--- src/rtl/mem_wb_stage.sv ---
// rtl/mem_wb_stage.sv - MEM/WB pipeline register and write-back controller
// Every output is taken from a register, so no input has a combinational path to an output.
module mem_wb_stage #(
   parameter int XLEN   = 32,
   parameter int REG_AW = 5,
   parameter int CNT_W  = 32
) (
   input  logic              clk,
   input  logic              rst,
   input  logic              InValid,
   input  logic [XLEN-1:0]   InResult,
   input  logic [REG_AW-1:0] InRd,
   input  logic              InRegWrite,
   input  logic [XLEN-1:0]   InPC,
   input  logic              DStall,
   input  logic              Flush,
   input  logic              Hold,
   output logic              RegWe,
   output logic [REG_AW-1:0] RegWaddr,
   output logic [XLEN-1:0]   RegWdata,
   output logic              FwdValid,
   output logic [REG_AW-1:0] FwdRd,
   output logic [XLEN-1:0]   FwdData,
   output logic [XLEN-1:0]   WbPC,
   output logic              WbValid,
   output logic [CNT_W-1:0]  InstRetired,
   output logic [CNT_W-1:0]  StallCycles
);

   logic              r_v;
   logic              r_rw;
   logic [REG_AW-1:0] r_rd;
   logic [XLEN-1:0]   r_res;
   logic [XLEN-1:0]   r_pc;
   logic [CNT_W-1:0]  r_inst_retired;
   logic [CNT_W-1:0]  r_stall_cycles;
   logic              w_reg_we;

   // Flush beats Hold, and Hold beats DStall. A flush only drops the valid bit.
   always_ff @(posedge clk or negedge rst) begin
      if (!rst) begin
         r_v            <= 1'b0;
         r_rw           <= 1'b0;
         r_rd           <= '0;
         r_res          <= '0;
         r_pc           <= '0;
         r_inst_retired <= '0;
         r_stall_cycles <= '0;
      end else if (Flush) begin
         r_v <= 1'b0;
      end else if (Hold) begin
         r_v <= r_v;
      end else if (DStall) begin
         r_v            <= 1'b0;
         r_stall_cycles <= r_stall_cycles + CNT_W'(1);
      end else begin
         r_v   <= InValid;
         r_rw  <= InRegWrite;
         r_rd  <= InRd;
         r_res <= InResult;
         r_pc  <= InPC;
         if (InValid) begin
            r_inst_retired <= r_inst_retired + CNT_W'(1);
         end
      end
   end

   // x0 is hardwired to zero, so a write to it is never issued or forwarded.
   assign w_reg_we    = r_v & r_rw & (r_rd != '0);

   assign RegWe       = w_reg_we;
   assign RegWaddr    = r_rd;
   assign RegWdata    = r_res;
   assign FwdValid    = w_reg_we;
   assign FwdRd       = r_rd;
   assign FwdData     = r_res;
   assign WbValid     = r_v;
   assign WbPC        = r_pc;
   assign InstRetired = r_inst_retired;
   assign StallCycles = r_stall_cycles;

endmodule
--- config.mk ---
export PLATFORM = sky130hd
export DESIGN_NAME = mem_wb_stage
export DESIGN_NICKNAME = d
export VERILOG_FILES = /design/src/rtl/mem_wb_stage.sv
export SDC_FILE = /design/constraint.sdc
export NUM_CORES = 1
export LEC_CHECK = 0
export CAP_MARGIN = 20
export CELL_PAD_IN_SITES_DETAIL_PLACEMENT = 1
export CELL_PAD_IN_SITES_GLOBAL_PLACEMENT = 1
export CORE_UTILIZATION = 30
export DETAILED_ROUTE_END_ITERATION = 6
export PLACE_DENSITY_LB_ADDON = 0.1
export SYNTH_ARGS = -nofsm -noshare
export SYNTH_HDL_FRONTEND = slang
export SYNTH_SLANG_ARGS = --single-unit
--- constraint.sdc ---
create_clock -name clk -period 1.8 [get_ports clk]
set_input_delay 0.54 -clock clk [delete_from_list [all_inputs] [get_ports clk]]
set_output_delay 0.54 -clock clk [all_outputs]
set_load 0.05 [all_outputs]
==> flow_summary.yaml <==
routing:
  wl_per_cell_um: 18.7
  vias: 4632
  totalWireLength_mm: 19.0
  drc: 0
  viasPerCell: 4.57
  ant_nets: 0
  drt_iter0_markers: 122
  first_pass_iters: 4
setup_path:
  crit_path_start_kind: "register"
  crit_path_end_kind: "output port"
  rr_endpoint: "StallCycles[28]"
  r2r_start: "StallCycles[21]"
  cp.required_ps: 1260
  crit_fanout: 2
  arrival_ps: 1700
  crit_start: "FwdRd[1]"
  reg2reg_depth: 4
  path_class: "register to output port"
  endpoint: "FwdValid"
  rrSetupSlack_ps: 120
clock_tree:
  cts_root_buffer: "clkbuf_16"
  clockBufferDepth: 2
  h-tree-depth: 4
  clk_latency_ps: 420
  cts_tree: "built"
  cts_hold_buf: 0
  cts.sinks: 135
  numCtsBuffers: 17
  path_clk_slew_ps: 60
global_route:
  grt_pass1_vias: 5261
  grt_remaining_overflow: 0
  antenna_found_initial: 3
  grt_max_degree: 45
  grt_usage: 0.196
  grt_pass1_wl_mm: 29.9
logic_synthesis:
  synth_cell_types: 31
  syn_area_um2: 5890
  synth_edf_count: 0
  seq_area_frac_synth: 0.574
  async_flop_share: 1.00
  yosysTopAreaCell: "dfrtp_1"
  synth_top_area_frac: 0.574
  syn-num-nets: 536
  synthTopCellsByArea: "dfrtp_1 57%, mux2_2 14%, xnor2_1 5.4%, buf_4 4.8%, xor2_1 3.9%"
  ys_top_cells_by_count: "135 x dfrtp_1, 71 x mux2_2, 38 x buf_4"
  ys_seq_elements: 135
  synth_area_per_cell_um2: 12.9
  yosysWarnings: 0
  synth_most_common_cell: "dfrtp_1"
  synth_ff_type: "dfrtp_1"
  synthCells: 458
finish:
  n_antenna_cell: 0
  area_delta_synth_final_pct: 88.2
  drive_above_1_share: 0.510
  fill_cells: 1863
  design_area_um2: 11100
  layout.nets: 818
power:
  p_seq_frac: 0.323
  p_clk_frac: 0.271
  powerDensity_nw_per_um2: 1110
  internal_power_w: 0.00781
  comb_power_share: 0.406
  ir_drop_mv: 0.690
  power_leakage_nw: 4.91
  swShare: 0.362
  p_sw_w: 0.00443
floorplan:
  dieArea_um2: 20200
  num_io_pins: 249
  fp.dieW_um: 142
  coreArea_um2: 19000
  start_util: 0.310
  die_y_um: 142
  rows: 50
sta:
  setup_viol: 2
  rsz0062_at_grt: "yes"
  fmax_mhz: 447
  finalCriticalPeriod_ps: 2240
  setup_ws_ps: -435
  hold_viol_final: 0
  max-slew-margin-rel: 0.718
  tightest_slew_ps: 422
  drv_slew: 0
  fin_skew_ps: 9.17
  hold-worst-slack_ps: 18.0
  fin_tns_setup_ps: -866
  fin_crit_sh: 1.24
placement:
  place_ws_ps: -680
  hpwl_mm: 14.8
  gp_congestion: 0.809
  placed_cell_area_um2: 10400
  portBuffers: 248
outcome:
  violations: "negative setup slack"
  status: "complete, but fails checks"
run:
  drv_cap: 0
worst_hold_path:
  min_path_type: "input port to asynchronous set/reset pin"
-- final cells by class --
| class | instances | area (um^2) | area share |
|---|---|---|---|
| inverters | 9 | 33.8 | 0.00305 |
| clock inverters | 7 | 68.8 | 0.00621 |
| clock buffers | 25 | 495 | 0.0447 |
| repair buffers | 311 | 4460 | 0.403 |
| multi-input cells | 266 | 2290 | 0.206 |
| flip-flops and latches | 135 | 3400 | 0.307 |
| well taps | 260 | 325 | 0.0294 |
-- power groups by stage --
stage | Clock [W] | Sequential (W) | Combinational, W
final | 0.00331 | 0.00396 | 0.00497
after global routing | 0.00353 | 0.00402 | 0.00513
after CTS | 0.00340 | 0.00398 | 0.00498
after detailed placement | 0 | 0.00404 | 0.00497
after global placement | 0 | 0.00399 | 0.00491
after floorplan | 0 | 0.00512 | 0.00125
-- cell families after synthesis --
family	synth area share
XOR/XNOR	0.0923
AND/OR/NAND/NOR	0.128
AO/OA/AOI/OAI	0.00255
adder cells (fa/ha/maj)	0.00425
flip-flops	0.574
multiplexers	0.136
buffers and inverters	0.0636
-- flip-flops by register name, summed over array words and instances (netlist names) --
signal and count:
StallCycles 32, FwdRd 5, InstRetired 32, WbPC 32, WbValid 1, r_rw 1, FwdData 32
-- through the flow --
step	instances	total power, W	utilization
floorplan	458	0.00638	-
global placement	976	0.00890	0.547
detailed placement	976	0.00900	0.547
CTS	1008	0.0124	0.579
global route	1013	0.0127	0.584
finish	1013	0.0122	0.584
-- worst min path at each step --
stage	cells past startpoint	from	slack [ps]	to
global route	1	rst	40	StallCycles[21]
CTS	1	rst	30	StallCycles[21]
detailed placement	1	rst	480	StallCycles[21]
global placement	1	rst	480	StallCycles[17]
finish	1	rst	20	StallCycles[21]
floorplan	0	rst	240	FwdData[0]
-- critical path, stage by stage, from the launching register on --
cell and delay, ps:
dfrtp_2 400, or3_4 380, o311a_4 340, buf_6 160
-- routing by layer --
layer | wire length, um | up-vias | GRT usage
li1 | - | 2126 | -
met1 | 7200 | 2303 | 0.224
met2 | 9840 | 161 | 0.340
met3 | 1420 | 36 | 0.0606
met4 | 488 | 6 | 0.0838
met5 | 37 | - | 0
-- cells in the final DEF, fill, tap and decap left out, types with 2 or more instances in the layout --
cell	count
buf_12	154
dfrtp_1	114
buf_4	76
mux2_2	71
clkdlybuf4s50_1	70
xnor2_1	36
xor2_1	26
nand2_1	25
nand4_1	23
dfrtp_2	21
clkbuf_16	17
nand3_1	11
nor3_1	11
and3_1	10
nor2_1	10
inv_1	9
and4_1	8
buf_6	6
nor4_4	5
nor4_2	5
clkbuf_1	4
clkbuf_8	4
nor4_1	3
clkinv_2	3
or3_4	2
nand3_2	2
nand2_2	2
ha_1	2
clkinvlp_4	2
clkbuf_2	2
-- repair_timing --
item | in CTS | in global routing
pin swaps | 3 | 9
endpoints found under the setup margin | 53 | 25
resized for setup | 12 | 19
setup buffers | 0 | 6
(Power assumes the default switching activity.)
